**config.mk**
```make
export PLATFORM = sky130hd
export DESIGN_NAME = rip_bp_update_ctrl_flat
export DESIGN_NICKNAME = d
export VERILOG_FILES = /design/src/rtl/rip_bp_update_ctrl_pkg.sv /design/src/rtl/rip_bp_update_ctrl_if.sv /design/src/rtl/rip_bp_update_ctrl_fifo.sv /design/src/rtl/rip_bp_update_ctrl.sv /design/src/flat_wrapper.sv
export SDC_FILE = /design/constraint.sdc
export NUM_CORES = 1
export LEC_CHECK = 0
export BUFFER_PORTS_ARGS = -buffer_cell sky130_fd_sc_hd__buf_2
export CELL_PAD_IN_SITES_DETAIL_PLACEMENT = 1
export CELL_PAD_IN_SITES_GLOBAL_PLACEMENT = 1
export CORE_UTILIZATION = 35
export CTS_CLUSTER_SIZE = 8
export DETAILED_ROUTE_END_ITERATION = 7
export GPL_TIMING_DRIVEN = 0
export PLACE_DENSITY_LB_ADDON = 0.1
export SETUP_SLACK_MARGIN = 0.02
export SYNTH_ARGS = -nofsm -noshare
export SYNTH_HDL_FRONTEND = slang
export SYNTH_SLANG_ARGS = --single-unit
```
**constraint.sdc**
```tcl
create_clock -name clk -period 2.4 [get_ports clk]
set_input_delay 0.12 -clock clk [delete_from_list [all_inputs] [get_ports clk]]
set_output_delay 0.12 -clock clk [all_outputs]
set_load 0.03 [all_outputs]
```
**src/rtl/rip_bp_update_ctrl_pkg.sv**
```systemverilog
// Shared branch-predictor constants: table geometry, weight encodings,
// controller state type and the saturating weight update rule.
package rip_branch_predictor_const;

  localparam int unsigned TABLE_DEPTH = 10;

  typedef logic [TABLE_DEPTH-1:0] bp_index_t;

  typedef enum logic [2:0] {
    STRONGLY_UNTAKEN = 3'd0,
    WEAKLY_UNTAKEN   = 3'd1,
    WEAKLY_TAKEN     = 3'd2,
    STRONGLY_TAKEN   = 3'd3,
    NONE             = 3'd4
  } bp_weight_t;

  typedef enum logic {
    CLEAR = 1'b0,
    RUN   = 1'b1
  } bp_ctrl_state_t;

  function automatic bp_weight_t bp_next_weight(input bp_weight_t w, input logic actual);
    case (w)
      STRONGLY_UNTAKEN: bp_next_weight = actual ? WEAKLY_UNTAKEN : STRONGLY_UNTAKEN;
      WEAKLY_UNTAKEN:   bp_next_weight = actual ? WEAKLY_TAKEN   : STRONGLY_UNTAKEN;
      WEAKLY_TAKEN:     bp_next_weight = actual ? STRONGLY_TAKEN : WEAKLY_UNTAKEN;
      STRONGLY_TAKEN:   bp_next_weight = actual ? STRONGLY_TAKEN : WEAKLY_TAKEN;
      default:          bp_next_weight = WEAKLY_UNTAKEN;
    endcase
  endfunction

endpackage

```
**src/rtl/rip_bp_update_ctrl_if.sv**
```systemverilog
// Update-side and table-write-side signals of the pattern-table update controller.
interface rip_bp_update_ctrl_if #(
  parameter int unsigned TABLE_DEPTH = rip_branch_predictor_const::TABLE_DEPTH
) ();
  import rip_branch_predictor_const::*;

  logic                   upd_valid;
  logic                   upd_ready;
  logic [TABLE_DEPTH-1:0] upd_index;
  bp_weight_t             upd_weight;
  logic                   upd_actual;
  logic                   flush_req;
  logic                   busy;
  logic                   tbl_we;
  logic [TABLE_DEPTH-1:0] tbl_addr;
  bp_weight_t             tbl_wdata;
  logic [31:0]            mispred_cnt;

  modport master (
    output upd_valid, upd_index, upd_weight, upd_actual, flush_req,
    input  upd_ready, busy, tbl_we, tbl_addr, tbl_wdata, mispred_cnt
  );

  modport slave (
    input  upd_valid, upd_index, upd_weight, upd_actual, flush_req,
    output upd_ready, busy, tbl_we, tbl_addr, tbl_wdata, mispred_cnt
  );
endinterface

```
**src/rtl/rip_bp_update_ctrl_fifo.sv**
```systemverilog
// Synchronous FIFO with async reset and a synchronous clear; DEPTH must be a power of two.
module rip_sync_fifo #(
  parameter int unsigned DATA_WIDTH = 8,
  parameter int unsigned DEPTH      = 4
) (
  input  logic                  clk,
  input  logic                  rst,
  input  logic                  clr,
  input  logic                  push,
  input  logic [DATA_WIDTH-1:0] push_data,
  input  logic                  pop,
  output logic [DATA_WIDTH-1:0] pop_data,
  output logic                  full,
  output logic                  empty
);
  localparam int unsigned AW = (DEPTH > 1) ? $clog2(DEPTH) : 1;
  typedef logic [AW:0] ptr_t;

  ptr_t wr_ptr_q, wr_ptr_d;
  ptr_t rd_ptr_q, rd_ptr_d;
  logic [DATA_WIDTH-1:0] mem_q [DEPTH];
  logic do_push, do_pop;

  // Extra pointer MSB distinguishes full from empty when the indices match.
  always_comb begin
    empty    = (wr_ptr_q == rd_ptr_q);
    full     = (wr_ptr_q[AW-1:0] == rd_ptr_q[AW-1:0]) && (wr_ptr_q[AW] != rd_ptr_q[AW]);
    do_push  = push && !full;
    do_pop   = pop && !empty;
    wr_ptr_d = wr_ptr_q + ptr_t'(do_push);
    rd_ptr_d = rd_ptr_q + ptr_t'(do_pop);
    if (clr) begin
      wr_ptr_d = '0;
      rd_ptr_d = '0;
    end
    pop_data = mem_q[rd_ptr_q[AW-1:0]];
  end

  always_ff @(posedge clk or posedge rst) begin
    if (rst) begin
      wr_ptr_q <= '0;
      rd_ptr_q <= '0;
    end else begin
      wr_ptr_q <= wr_ptr_d;
      rd_ptr_q <= rd_ptr_d;
    end
  end

  always_ff @(posedge clk) begin
    if (do_push) mem_q[wr_ptr_q[AW-1:0]] <= push_data;
  end
endmodule

```
**src/rtl/rip_bp_update_ctrl.sv**
```systemverilog
// Pattern-table write controller: queues resolved-branch updates, drains one per
// cycle to the table write port, sweeps the table after reset/flush, counts mispredicts.
module rip_bp_update_ctrl
  import rip_branch_predictor_const::*;
#(
  parameter int unsigned TABLE_DEPTH = rip_branch_predictor_const::TABLE_DEPTH,
  parameter int unsigned FIFO_DEPTH  = 4
) (
  input logic clk,
  input logic rst,
  rip_bp_update_ctrl_if.slave bus
);
  localparam int unsigned WW = $bits(bp_weight_t);
  localparam int unsigned DW = TABLE_DEPTH + WW;

  bp_ctrl_state_t         state_q, state_d;
  logic [TABLE_DEPTH-1:0] clr_idx_q, clr_idx_d;
  logic [31:0]            mispred_cnt_q, mispred_cnt_d;

  logic          push, pop, fifo_clr, fifo_full, fifo_empty;
  logic [DW-1:0] push_data, pop_data;
  logic          pred_taken;

  rip_sync_fifo #(
    .DATA_WIDTH (DW),
    .DEPTH      (FIFO_DEPTH)
  ) u_fifo (
    .clk       (clk),
    .rst       (rst),
    .clr       (fifo_clr),
    .push      (push),
    .push_data (push_data),
    .pop       (pop),
    .pop_data  (pop_data),
    .full      (fifo_full),
    .empty     (fifo_empty)
  );

  always_comb begin
    state_d       = state_q;
    clr_idx_d     = clr_idx_q;
    mispred_cnt_d = mispred_cnt_q;
    fifo_clr      = 1'b0;
    pop           = 1'b0;
    bus.upd_ready = 1'b0;
    bus.tbl_we    = 1'b0;
    bus.tbl_addr  = '0;
    bus.tbl_wdata = WEAKLY_UNTAKEN;

    case (state_q)
      CLEAR: begin
        bus.tbl_we   = 1'b1;
        bus.tbl_addr = clr_idx_q;
        clr_idx_d    = clr_idx_q + TABLE_DEPTH'(1);
        if (clr_idx_q == '1) state_d = RUN;
        if (bus.flush_req) begin
          state_d   = CLEAR;
          clr_idx_d = '0;
        end
      end
      default: begin
        bus.upd_ready = !fifo_full;
        bus.tbl_we    = !fifo_empty;
        bus.tbl_addr  = pop_data[DW-1:WW];
        bus.tbl_wdata = bp_weight_t'(pop_data[WW-1:0]);
        pop           = !fifo_empty;
        // The head write still lands this cycle; everything queued behind it is stale.
        if (bus.flush_req) begin
          state_d   = CLEAR;
          clr_idx_d = '0;
          fifo_clr  = 1'b1;
        end
      end
    endcase

    push       = bus.upd_valid && bus.upd_ready;
    push_data  = {bus.upd_index, bp_next_weight(bus.upd_weight, bus.upd_actual)};
    pred_taken = (bus.upd_weight >= WEAKLY_TAKEN);
    if (push && (pred_taken != bus.upd_actual) && (mispred_cnt_q != '1))
      mispred_cnt_d = mispred_cnt_q + 32'd1;

    bus.busy        = (state_q == CLEAR);
    bus.mispred_cnt = mispred_cnt_q;
  end

  always_ff @(posedge clk or posedge rst) begin
    if (rst) begin
      state_q       <= CLEAR;
      clr_idx_q     <= '0;
      mispred_cnt_q <= '0;
    end else begin
      state_q       <= state_d;
      clr_idx_q     <= clr_idx_d;
      mispred_cnt_q <= mispred_cnt_d;
    end
  end
endmodule

```
**src/flat_wrapper.sv**
```systemverilog
// flat-port wrapper written by rule: the top's interface ports become plain ports
module rip_bp_update_ctrl_flat import rip_branch_predictor_const::*;
#(
  parameter int unsigned TABLE_DEPTH = rip_branch_predictor_const::TABLE_DEPTH,
  parameter int unsigned FIFO_DEPTH  = 4
)
  (clk, rst, bus_upd_valid, bus_upd_index, bus_upd_weight, bus_upd_actual, bus_flush_req, bus_upd_ready, bus_busy, bus_tbl_we, bus_tbl_addr, bus_tbl_wdata, bus_mispred_cnt);
  rip_bp_update_ctrl_if #(.TABLE_DEPTH(TABLE_DEPTH)) bus_i ();
  input logic clk;
  input logic rst;
  input wire logic [$bits(bus_i.upd_valid)-1:0] bus_upd_valid;
  input wire logic [$bits(bus_i.upd_index)-1:0] bus_upd_index;
  input wire logic [$bits(bus_i.upd_weight)-1:0] bus_upd_weight;
  input wire logic [$bits(bus_i.upd_actual)-1:0] bus_upd_actual;
  input wire logic [$bits(bus_i.flush_req)-1:0] bus_flush_req;
  output wire logic [$bits(bus_i.upd_ready)-1:0] bus_upd_ready;
  output wire logic [$bits(bus_i.busy)-1:0] bus_busy;
  output wire logic [$bits(bus_i.tbl_we)-1:0] bus_tbl_we;
  output wire logic [$bits(bus_i.tbl_addr)-1:0] bus_tbl_addr;
  output wire logic [$bits(bus_i.tbl_wdata)-1:0] bus_tbl_wdata;
  output wire logic [$bits(bus_i.mispred_cnt)-1:0] bus_mispred_cnt;
  assign bus_i.upd_valid = bus_upd_valid;
  assign bus_i.upd_index = bus_upd_index;
  assign bus_i.upd_weight = bus_upd_weight;
  assign bus_i.upd_actual = bus_upd_actual;
  assign bus_i.flush_req = bus_flush_req;
  assign bus_upd_ready = bus_i.upd_ready;
  assign bus_busy = bus_i.busy;
  assign bus_tbl_we = bus_i.tbl_we;
  assign bus_tbl_addr = bus_i.tbl_addr;
  assign bus_tbl_wdata = bus_i.tbl_wdata;
  assign bus_mispred_cnt = bus_i.mispred_cnt;
  rip_bp_update_ctrl #(.TABLE_DEPTH(TABLE_DEPTH), .FIFO_DEPTH(FIFO_DEPTH)) u_core (.clk(clk), .rst(rst), .bus(bus_i));
endmodule
```
==> impl_metrics.env <==
export IMPL_cts_tree="done"
export IMPL_clk_pin_slew_ps=70
export IMPL_die_area_um2=13100
export IMPL_final_max_slew_viol_count=0
export IMPL_routabilityCongestion=0.734
export IMPL_clock_sinks=97
export IMPL_hpwlAfterDp_mm=6.99
export IMPL_pwr_share_seq=0.523
export IMPL_num_antenna_cells=0
export IMPL_whs_endpoint="u_core.u_fifo.mem_q[0][0]"
export IMPL_portBuffers=64
export IMPL_cts_inserted_buffers=9
export IMPL_crit_fanout=10
export IMPL_final_antenna_net_count=0
export IMPL_syn2layout_area_growth_pct=22.4
export IMPL_vias_per_cell=4.94
export IMPL_chipHeight_um=114
export IMPL_start_kind="flop"
export IMPL_yosys_warnings=0
export IMPL_finalClockSkew_ps=10.3
export IMPL_grt_setup_unrepaired="false"
export IMPL_slowest_stage="mux4_2"
export IMPL_worst_skew_pair_late_latency_ps=350
export IMPL_p_switching_uw=809
export IMPL_path_buf_inv=2
export IMPL_p_clk_frac=0.402
export IMPL_htree_levels=3
export IMPL_cts_setup_buffers=0
export IMPL_core_um2=12200
export IMPL_place_ws_ps=-159
export IMPL_path_cells="buf_4 -> mux4_2 -> mux2_2 -> buf_2"
export IMPL_grt_overflow=0
export IMPL_wirelength_mm=9.89
export IMPL_critPathKind="flop to output pin"
export IMPL_critical_path_endpoint_type="output pin"
export IMPL_max_freq_ghz=0.436
export IMPL_finalWorstSetupSlack_ps=105
export IMPL_io_pins=66
export IMPL_whs_path_depth=2
export IMPL_grt_pass1_vias=2997
export IMPL_min_period_ps=2290
export IMPL_final_cell_mix="buf_2 (67), dfrtp_1 (48), edfxtp_1 (48)"
export IMPL_synth_seq_cells=97
export IMPL_start_util=0.364
export IMPL_power_internal_uw=2610
export IMPL_p_total_uw=3410
export IMPL_crit_family="multiplexers"
export IMPL_fin_nets=440
export IMPL_drtIter0Drc=95
export IMPL_routed_via_count=2907
export IMPL_hp_start="bus_upd_weight[2]"
export IMPL_synthTopCellsByArea="edfxtp_1 (33%), dfrtp_1 (28%), mux4_2 (5.6%)"
export IMPL_netlist_area_um2=4430
export IMPL_syn_instance_count=327
export IMPL_syn_nets=351
export IMPL_reg2reg_to="u_core.bus.mispred_cnt[1]"
export IMPL_reg2reg_depth=7
export IMPL_switching_share=0.237
export IMPL_hp_class="input port to flop"
export IMPL_critPathArrivalTime_ps=2170
export IMPL_synth_area_per_cell_um2=13.5
export IMPL_final_common_cell="buf_2"
export IMPL_cts_root_buf="clkbuf_16"
export IMPL_power_density_nw_per_um2=630
export IMPL_wl_per_cell_um=16.8
export IMPL_synthFlopType="dfrtp_1"
export IMPL_outcome="finished, final reports clean"
export IMPL_p_comb_frac=0.076
export IMPL_drive_gt1_frac=0.304
export IMPL_cap_violations=0
export IMPL_die_width_um=114
export IMPL_track_usage=0.167
export IMPL_seq_area_frac_synth=0.603
export IMPL_synthDominantCellAreaShare=0.326
export IMPL_whs_ps=114
export IMPL_grt_max_degree=38
export IMPL_first_pass_iters=4
export IMPL_clockBufferDepth=2
export IMPL_period_share=0.956
export IMPL_slowest_delay_ps=570
export IMPL_grt_pass1_wl_mm=16.0
export IMPL_drc=0
export IMPL_synth_edf_count=48
export IMPL_required_ps=2280
export IMPL_ys_types=43
export IMPL_yosysTopAreaCell="edfxtp_1"
export IMPL_ir_drop_v=0.000313
export IMPL_setup_violations=0
export IMPL_tightest_slew_ps=734
export IMPL_slew_headroom=0.510
export IMPL_reg2reg_slack_ps=180
export IMPL_antenna_found_initial=0
export IMPL_r2r_start="u_core.u_fifo.wr_ptr_q[1]"
export IMPL_leakagePower_uw=0.00232
export IMPL_row_count=40
export IMPL_async_reset_ff_frac=0.505
export IMPL_hold_violations=0
sequential cells by signal (all words and copies together), names as in the netlist:
name and cells:
u_core.u_fifo.mem_q 48, u_core.bus.mispred_cnt 32, u_core.clr_idx_q 10, u_core.u_fifo.rd_ptr_q 3, u_core.u_fifo.wr_ptr_q 3, u_core.state_q 1
per-stage QoR:
stage | instances | cell area [µm²] | util | TNS [ps]
floorplan | 327 | 4430 | - | 0
global placement | 559 | 4960 | 0.408 | -12800
detailed placement | 561 | 4990 | 0.410 | -3380
CTS | 589 | 5410 | 0.445 | 0
global route | 589 | 5420 | 0.446 | 0
finish | 589 | 5420 | 0.446 | 0
final cells by class:
type                    instances  area [µm²]
plain buffers                  13        67.6
clock buffers                  10         229
repair buffers                 78         472
multi-input cells             209        1690
flip-flops and latches         97        2670
well taps                     168         210
clock inverters                 6        47.5
fillers                      1308        6740
inverters                       8        30.0
cell usage after synthesis (2+ instances only):
master / count
nor4_2: 2
nand2_1: 14
nor2_1: 22
nor2b_1: 2
mux2i_1: 2
clkbuf_1: 6
edfxtp_1: 48
mux2_2: 12
dfrtp_1: 49
inv_1: 8
mux4_2: 11
a21oi_1: 6
xor2_1: 16
xnor2_1: 26
buf_2: 4
o21ai_0: 2
nand4b_1: 4
nor3_1: 7
nand4_2: 2
and2_1: 7
nor4_1: 7
nand3_1: 21
ha_1: 6
or2_2: 2
buf_4: 2
and3_1: 8
nand4_1: 15
power by group through the flow:
stage	clock network (µW)	registers, µW	logic [µW]
2_1_floorplan	0	1810	165
3_3_place_gp	0	1820	237
3_5_place_dp	0	1820	244
4_1_cts	1420	1780	263
5_1_grt	1480	1790	285
6_report	1370	1780	258
worst reg2reg max path, stage by stage, from the launching register on:
cell,delay (ps)
dfrtp_1,470
xor2_1,210
o311a_1,360
buf_4,170
and2_1,160
buf_2,200
nand2_1,170
mux2_2,360
kinds of logic after synthesis:
| kind of cell | count (synthesis) | synth area share |
|---|---|---|
| AOI/OAI and AO/OA | 10 | 0.0130 |
| xor gates and xnor gates | 43 | 0.0868 |
| adders and majority gates | 7 | 0.0192 |
| buffers and inverters | 21 | 0.0206 |
| DFF | 97 | 0.603 |
| muxes | 26 | 0.0970 |
| other | 1 | 0.000847 |
| and+or+nand+nor | 122 | 0.160 |
worst max path at each step:
stage,slack (ps),to,depth (start not counted),start
final,110,bus_tbl_addr[6],4,u_core.u_fifo.rd_ptr_q[0]
after global routing,30,bus_tbl_addr[6],4,u_core.u_fifo.rd_ptr_q[0]
after CTS,60,u_core.bus.mispred_cnt[10],7,u_core.bus.mispred_cnt[0]
after detailed placement,-160,u_core.u_fifo.mem_q[2][6],5,u_core.u_fifo.rd_ptr_q[0]
after global placement,-820,u_core.u_fifo.mem_q[0][6],4,u_core.u_fifo.rd_ptr_q[0]
after floorplan,50,u_core.u_fifo.mem_q[0][0],4,u_core.u_fifo.wr_ptr_q[2]
routing by layer:
layer  vias up  global-route usage  part of all wire
met5         -                   0                 0
met4         0              0.0779             0.020
met3        12              0.0302             0.028
met2        50               0.253              0.46
met1      1465               0.233              0.49
li1       1380                   -                 -
what timing repair did:
item	4_1_cts	5_1_grt
setup endpoints to repair	35	11
pin swaps	0	0
gates resized for setup	6	5
hold endpoints to repair	54	0
hold buffers	12	0
Power figures use the tool's default switching activity.
